### config.mk
export PLATFORM = sky130hd
export DESIGN_NAME = seq_shifter
export DESIGN_NICKNAME = d
export VERILOG_FILES = /design/src/rtl/seq_shifter_pkg.sv /design/src/rtl/seq_shifter_step.sv /design/src/rtl/seq_shifter.sv
export SDC_FILE = /design/constraint.sdc
export NUM_CORES = 1
export LEC_CHECK = 0
export ABC_AREA = 1
export BUFFER_PORTS_ARGS = -buffer_cell sky130_fd_sc_hd__buf_2
export CAP_MARGIN = 5
export CELL_PAD_IN_SITES_DETAIL_PLACEMENT = 0
export CELL_PAD_IN_SITES_GLOBAL_PLACEMENT = 1
export CORE_ASPECT_RATIO = 0.75
export CORE_UTILIZATION = 36
export DETAILED_ROUTE_END_ITERATION = 8
export PLACE_DENSITY = 0.91
export RECOVER_POWER = 25
export SYNTH_ARGS = -nofsm -noshare
export SYNTH_HDL_FRONTEND = slang
export SYNTH_HIERARCHICAL = 1
export SYNTH_SLANG_ARGS = --single-unit
### constraint.sdc
create_clock -name clk -period 2.2 [get_ports clk]
set_input_delay 0.44 -clock clk [delete_from_list [all_inputs] [get_ports clk]]
set_output_delay 0.44 -clock clk [all_outputs]
set_load 0.02 [all_outputs]
### src/rtl/seq_shifter_pkg.sv
// -----------------------------------------------------------------------------
// seq_shifter_pkg
// Shared definitions for the sequential IJVM shifter: FSM state encoding,
// the byte step distance and the default operand / amount widths.
// -----------------------------------------------------------------------------
package seq_shifter_pkg;

    typedef enum logic [1:0] {
        IDLE = 2'd0,
        BYTE = 2'd1,
        BIT  = 2'd2,
        DONE = 2'd3
    } state_e;

    localparam int BYTE_STEP     = 8;
    localparam int DEFAULT_WIDTH = 32;
    localparam int DEFAULT_AMT_W = 5;

endpackage

### src/rtl/seq_shifter_step.sv
// -----------------------------------------------------------------------------
// shift_step
// Purely combinational single shift step used by the seq_shifter FSM.
// Shifts acc by BYTE_STEP bits (byte_mode=1) or by one bit (byte_mode=0).
//
// Ports:
//   acc       in  WIDTH  current working value
//   dir       in  1      0 = left, 1 = right
//   arith     in  1      1 = sign fill on right shifts (ignored for left)
//   byte_mode in  1      1 = shift by BYTE_STEP, 0 = shift by 1
//   acc_next  out WIDTH  shifted value
// -----------------------------------------------------------------------------
module shift_step
    import seq_shifter_pkg::*;
#(
    parameter int WIDTH = DEFAULT_WIDTH
) (
    input  logic [WIDTH-1:0] acc,
    input  logic             dir,
    input  logic             arith,
    input  logic             byte_mode,
    output logic [WIDTH-1:0] acc_next
);

    logic fill;

    always_comb begin
        // Left shifts always zero-fill; right shifts fill with the current
        // MSB only when arithmetic, which keeps the original sign in place.
        fill     = dir & arith & acc[WIDTH-1];
        acc_next = acc;
        if (!dir) begin
            if (byte_mode) begin
                acc_next = {acc[WIDTH-BYTE_STEP-1:0], {BYTE_STEP{1'b0}}};
            end else begin
                acc_next = {acc[WIDTH-2:0], 1'b0};
            end
        end else begin
            if (byte_mode) begin
                acc_next = {{BYTE_STEP{fill}}, acc[WIDTH-1:BYTE_STEP]};
            end else begin
                acc_next = {fill, acc[WIDTH-1:1]};
            end
        end
    end

endmodule

### src/rtl/seq_shifter.sv
// -----------------------------------------------------------------------------
// seq_shifter
// Multi-cycle variable-amount shifter for ISHL / ISHR / IUSHR. A start pulse
// in IDLE latches the operand and amount; the FSM then shifts by whole bytes
// (BYTE state) and single bits (BIT state) until the remaining distance is
// zero, and pulses done for one cycle with the result on out.
//
// Build option:
//   SEQ_SHIFTER_BYTE_STEP_EN  defined   -> byte steps used for amount >= 8
//                             undefined -> bit steps only (latency 1+amount)
//
// Ports:
//   clk     in  1      rising-edge clock
//   reset   in  1      synchronous active-high reset
//   start   in  1      request, sampled only in IDLE
//   dir     in  1      0 = left, 1 = right
//   arith   in  1      1 = sign fill on right shifts
//   amount  in  AMT_W  shift distance (>= WIDTH saturates to all-fill)
//   in      in  WIDTH  operand
//   busy    out 1      shift in progress (BYTE/BIT states)
//   done    out 1      one-cycle result-valid pulse
//   out     out WIDTH  result register; holds until next accepted start
// -----------------------------------------------------------------------------
module seq_shifter
    import seq_shifter_pkg::*;
#(
    parameter int WIDTH = DEFAULT_WIDTH,
    parameter int AMT_W = DEFAULT_AMT_W
) (
    input  logic             clk,
    input  logic             reset,
    input  logic             start,
    input  logic             dir,
    input  logic             arith,
    input  logic [AMT_W-1:0] amount,
    input  logic [WIDTH-1:0] in,
    output logic             busy,
    output logic             done,
    output logic [WIDTH-1:0] out
);

`ifdef SEQ_SHIFTER_BYTE_STEP_EN
    localparam bit BYTE_EN = 1'b1;
`else
    localparam bit BYTE_EN = 1'b0;
`endif

    state_e           state_q, state_d;
    logic [WIDTH-1:0] acc_q, acc_d;
    logic [AMT_W-1:0] rem_q, rem_d;
    logic             dir_q, dir_d;
    logic             arith_q, arith_d;
    logic [WIDTH-1:0] step_acc;

    // Amounts at or beyond the operand width shift everything out.
    function automatic logic amount_illegal(input logic [AMT_W-1:0] amt);
        return 32'(amt) >= 32'(WIDTH);
    endfunction

    // Saturated result for an out-of-range amount: the fill value everywhere.
    function automatic logic [WIDTH-1:0] sat_fill(input logic [WIDTH-1:0] op,
                                                  input logic             d,
                                                  input logic             a);
        logic signed [WIDTH-1:0] op_s;
        op_s = op;
        if (d && a) begin
            return $unsigned(op_s >>> (WIDTH - 1));
        end
        return '0;
    endfunction

    // Next working state for a given remaining distance.
    function automatic state_e step_state(input logic [AMT_W-1:0] r);
        if (r == '0) begin
            return DONE;
        end
        if (BYTE_EN && (32'(r) >= 32'(BYTE_STEP))) begin
            return BYTE;
        end
        return BIT;
    endfunction

    shift_step #(
        .WIDTH (WIDTH)
    ) u_step (
        .acc       (acc_q),
        .dir       (dir_q),
        .arith     (arith_q),
        .byte_mode (state_q == BYTE),
        .acc_next  (step_acc)
    );

    always_comb begin
        state_d = state_q;
        acc_d   = acc_q;
        rem_d   = rem_q;
        dir_d   = dir_q;
        arith_d = arith_q;
        case (state_q)
            IDLE: begin
                if (start) begin
                    dir_d   = dir;
                    arith_d = arith;
                    if (amount_illegal(amount)) begin
                        acc_d   = sat_fill(in, dir, arith);
                        rem_d   = '0;
                        state_d = DONE;
                    end else begin
                        acc_d   = in;
                        rem_d   = amount;
                        state_d = step_state(amount);
                    end
                end
            end
            BYTE: begin
                acc_d   = step_acc;
                rem_d   = rem_q - AMT_W'(BYTE_STEP);
                state_d = step_state(rem_d);
            end
            BIT: begin
                acc_d   = step_acc;
                rem_d   = rem_q - AMT_W'(1);
                state_d = step_state(rem_d);
            end
            DONE: begin
                // Any start seen here is dropped; the FSM only listens in IDLE.
                state_d = IDLE;
            end
            default: begin
                state_d = IDLE;
            end
        endcase
    end

    always_ff @(posedge clk) begin
        if (reset) begin
            state_q <= IDLE;
            acc_q   <= '0;
            rem_q   <= '0;
            dir_q   <= 1'b0;
            arith_q <= 1'b0;
        end else begin
            state_q <= state_d;
            acc_q   <= acc_d;
            rem_q   <= rem_d;
            dir_q   <= dir_d;
            arith_q <= arith_d;
        end
    end

    assign busy = (state_q == BYTE) || (state_q == BIT);
    assign done = (state_q == DONE);
    assign out  = acc_q;

endmodule

## After elaboration in Yosys (flattened, before gate mapping)

Cells that the tools add are included.

- Add/subtract/negate cells: 2
- Equality and inequality tests: 4
- Multiplexer cells: 22
- Bitwise operators: 2
- Reduce and logical (&&, ||, !) cells: 11

Operators with widths:

| operator | number |
|---|---|
| two-way mux 32 bit | 3 |
| case mux 32 bit (2 select lines) | 1 |
| two-way mux 31 bit | 1 |
| logical NOT 5 bit | 3 |
| case mux 5 bit (3 select lines) | 1 |
| two-way mux 2 bit | 7 |
| case mux 2 bit (4 select lines) | 1 |
| two-way mux 1 bit | 7 |
| AND reduction 2 bit | 3 |
| two-way mux 5 bit | 1 |
| subtractor 5 x 1 -> 5 bit (second input constant) | 1 |
| subtractor 5 x 4 -> 5 bit (second input constant) | 1 |
| == test 2 bit (second input constant) | 2 |
| nonzero test 3 bit | 1 |
| AND 1 bit | 2 |
| == test 2 x 1 -> 1 bit (second input constant) | 1 |
| logical NOT 2 bit | 1 |
| inequality test 2 bit (second input constant) | 1 |
| nonzero test 2 bit | 1 |
| OR reduction 2 bit | 1 |
| logical OR 1 bit | 1 |

- Register bits after elaboration: 41
- Input bits: 42
- Output and inout port bits: 34
- Word-level logic and storage cells: 46

## Depth between registers and ports, before layout

- Depth after elaboration: 7
- Depth in mapped cells: 12
- Gate-level depth less buffers: 10

## Cells and area by module

Netlist, hierarchy kept.

By module, submodules not included:

| module | times used | cells an instance | area an instance (um^2) | sequential area each (um^2) |
|---|---|---|---|---|
| seq_shifter | 1 | 271 | 1,983.2 | 820.8 |
| shift_step | 1 | 182 | 850.8 | 0.0 |

## Worst setup path before layout

Ideal clock, no wire load.

- Path kind: register to register
- From: register state_q[1]
- To: register acc_q[30] (netlist: out[30])
- Library setup time: 0.074 ns
- Data arrival time: 1.514 ns
- Data required time: 2.126 ns
- Path slack: 0.612 ns
- Stages on the path, launching flop included: 13
- Buffers on the path: 3
- Clock period less this slack: 1.588 ns
- Cell sequence: dfxtp_1 inv_1 ha_1 buf_6 inv_2 buf_6 buf_6 nand2_1 nand2_1 nand2_1 o21ai_1 nand2_1 a31oi_1

- Cells in the longest elaborated chain, start to end: 4
- Elaborated cells on any way between the ends: 11
- Classes of those cells: eq/ne: 3; mux: 4; reduce/logical: 4

Ends and longest elaborated chain:

| element | RTL line | RTL |
|---|---|---|
| from (decl) | seq_shifter.sv:48 | `state_e state_q, state_d;` |
| from (signal assigned) | seq_shifter.sv:143 | `state_q <= state_d;` |
| == test 2 x 1 -> 1 bit * | seq_shifter.sv:89 | `.byte_mode (state_q == BYTE),` |
| two-way mux 32 bit / two-way mux 31 bit (equally long branches) | seq_shifter_step.sv:33, seq_shifter_step.sv:39 |  |
| two-way mux 32 bit * | seq_shifter_step.sv:32 | `if (!dir) begin` |
| via step_acc[30] | seq_shifter.sv:53 | `logic [WIDTH-1:0] step_acc;` |
| case mux 32 bit (2 select lines) * | seq_shifter.sv:99 | `case (state_q)` |
| to (signal assigned) | seq_shifter.sv:138 | `acc_q <= '0;` |
| to (signal assigned) | seq_shifter.sv:144 | `acc_q <= acc_d;` |
| to (decl) | seq_shifter.sv:49 | `logic [WIDTH-1:0] acc_q, acc_d;` |

The timed path passes the listed nets; every way through them passes the cells marked *.
A chain may end at the register's enable or synchronous reset.

## Worst setup path in the final report

- From: register state_q[1]
- To: register acc_q[25] (netlist: out[25])

The elaborated chain is that of the path after synthesis.

==> results.py <==
metrics = {
    "drt": {
        "ant_nets": 0,
        "viasPerCell": 5.27,
        "wl_per_cell_um": 14.7,
        "drc": 0,
        "wl_mm": 9.05,
        "drt-pass1-iter-count": 5,
        "via_count": 3238,
        "drt_iter0_markers": 276,
    },
    "timing": {
        "rsz0062_at_grt": "false",
        "drv_slew": 0,
        "tightest_slew_ps": 506,
        "min_period_over_period_pct": 83.8,
        "tns_ps": 0,
        "hold_viol": 0,
        "fin_crit_ps": 1840,
        "final-setup-viol-count": 0,
        "relSlewSlack_pct": 66.1,
        "clock_skew_ps": 1.97,
        "max_freq_ghz": 0.543,
    },
    "yosys": {
        "synth_top_family_by_area": "simple AND/OR/NAND/NOR gates",
        "synthesis.nets": 503,
        "ys_seq_area_share_pct": 29.0,
        "ys_warn_count": 6,
        "syn_inst": 453,
        "synth_compound_area_share_pct": 18.0,
        "yosys.area_share.simple_pct": 40.1,
        "yosys.area_share.adder_pct": 3.53,
        "synth_xor_area_share_pct": 0,
        "ys_ff_latch": 41,
        "yosys.cell_types.count": 25,
        "synth.area.mux_share_pct": 0,
        "avgSynthCellArea_sq_um": 6.26,
        "synth_area_sq_mm": 0.00283,
    },
    "cts": {
        "ctsResizeCount": 0,
        "cts_root_buffer": "clkbuf_8",
        "holdBufCountCts": 0,
        "clockBufferDepth": 2,
        "htree_levels": 2,
        "path_clk_slew_ps": 80,
        "cts_tree": "yes",
        "post_cts_buffers": 0,
        "clock-sinks": 41,
        "insertion_delay_ps": 300,
        "cts-buffers-inserted": 5,
    },
    "floorplanning": {
        "core_sq_mm": 0.00747,
        "die_w_um": 104,
        "fp.dieH_um": 78.8,
        "die_area_sq_mm": 0.00823,
        "fp-row-count": 27,
        "io_pins": 76,
        "initial_utilization_pct": 38.0,
    },
    "critical_path": {
        "start_kind": "flop",
        "end_kind": "flop",
        "crit_slowest_cell": "buf_4",
        "arrival_ps": 2070,
        "crit_type": "flop to flop",
        "crit_required_ps": 2430,
        "crit_buf_inv": 2,
        "cp_max_fo": 38,
        "crit_family": "simple AND/OR/NAND/NOR gates",
        "max_stage_delay_ps": 360,
        "crit_path_cell_trace": "inv_1 -> ha_1 -> buf_4 -> nand4_1 -> nand3_1 -> nand2_1 -> a31oi_1",
    },
    "place": {
        "portBuffers": 75,
        "place_congestion": 0.888,
        "place_hpwl_mm": 6.52,
    },
    "global_route": {
        "grt_use_total_pct": 22.4,
        "antenna_found_initial": 0,
        "grt_max_degree": 69,
        "grt_pass1_wl_mm": 14.5,
        "gr-total-overflow": 0,
        "grt_pass1_vias": 2791,
    },
    "pwr": {
        "power_mw": 2.05,
        "p_leak_nw": 1.51,
        "ir_drop_mv": 0.286,
        "power.density_mw_per_mm2": 624,
    },
    "layout": {
        "final_nets": 563,
        "antenna_cells": 0,
        "seq_area_sq_um": 821,
        "drive_gt1_share_pct": 16.8,
        "multi_input_area_sq_mm": 0.00174,
        "n_fill_cell": 810,
        "area_growth_pct": 15.7,
    },
    "run_status": {
        "status": "finished clean",
    },
    "min_path": {
        "hp-class": "primary input to flop",
    },
    "run": {
        "cap_violations": 0,
    },
}
## report_power, final
part           internal, mW  leakage, nW  switching, mW  total [mW]
Combinational         0.227         1.13          0.383       0.610
Sequential            0.816        0.340          0.103       0.919
Clock                 0.249       0.0443          0.267       0.517
## Yosys cell counts (all sizes together)
master  number  area (sq um)
ha           8           100
clkbuf       7          26.3
buf         25           178
dfxtp       41           821
nand4        2          12.5
and2        16           100
nand2      178           678
nor3         3          20.0
nand3       53           265
nor2        12          60.1
inv         17          63.8
a41oi        2          17.5
a31oi       33           206
o211ai       1          7.51
a21oi        8          40.0
o21ai       46           230
a22oi        1          7.51
## layer usage
layer | GRT usage [%] | vias up | part of all wire [%]
met5 | 0 | - | 0
met4 | 6.71 | 0 | 1.4
met3 | 4.27 | 11 | 7.4
met2 | 32.1 | 138 | 41
met1 | 33.5 | 1448 | 50
li1 | - | 1641 | -
## flip-flops by register name, indices dropped and copies added, names as in the netlist
name,count
out,32
rem_q,5
dir_q,1
state_q,2
arith_q,1
## final timing paths
kind,start,to,slack [ps],cells after the start
max,state_q[1],out[25],360,7
min,reset,state_q[0],320,2
max reg2reg,state_q[1],out[25],360,7
min reg2reg,arith_q,arith_q,560,2
## worst reg2reg max path, stage by stage, from the launching register on
cell and delay, ps:
dfxtp_1 340, inv_1 110, ha_1 190, buf_4 360, nand4_1 350, nand3_1 180, nand2_1 60, a31oi_1 180
## logic make-up after synthesis
group | Yosys count
AND/OR/NAND/NOR | 264
AO/OA/AOI/OAI | 91
buffers and inverters | 49
flip-flops | 41
adder cells (fa/ha/maj) | 8
## cell usage in the layout (no fill, tap or decap), drive strengths merged
master    n
nand2   178
a22oi     1
a41oi     2
buf      70
o211ai    1
dfxtp    41
nor3      3
and2     16
clkbuf   22
nand4     2
a31oi    33
a21oi     8
inv      17
ha        8
nor2     12
o21ai    46
nand3    53
## per-stage QoR
step	setup slack [ps]	std cells	hold slack (ps)	utilization [%]	cell area, sq um
6_report	357	614	315	43.9	3280
5_1_grt	154	614	333	43.9	3280
4_1_cts	392	614	305	44.3	3310
3_5_place_dp	413	607	549	43.1	3220
3_3_place_gp	464	607	521	43.1	3220
2_1_floorplan	612	453	494	-	2830
## cell type report
type                            count  area share [%]
Clock buffer                        7            2.63
Inverter                           17            1.95
Multi-Input combinational cell    363            53.0
Sequential cell                    41            25.0
Tap cell                          101            3.85
Timing Repair Buffer               85            13.5
Note: power is estimated with default switching activity, not from simulation.
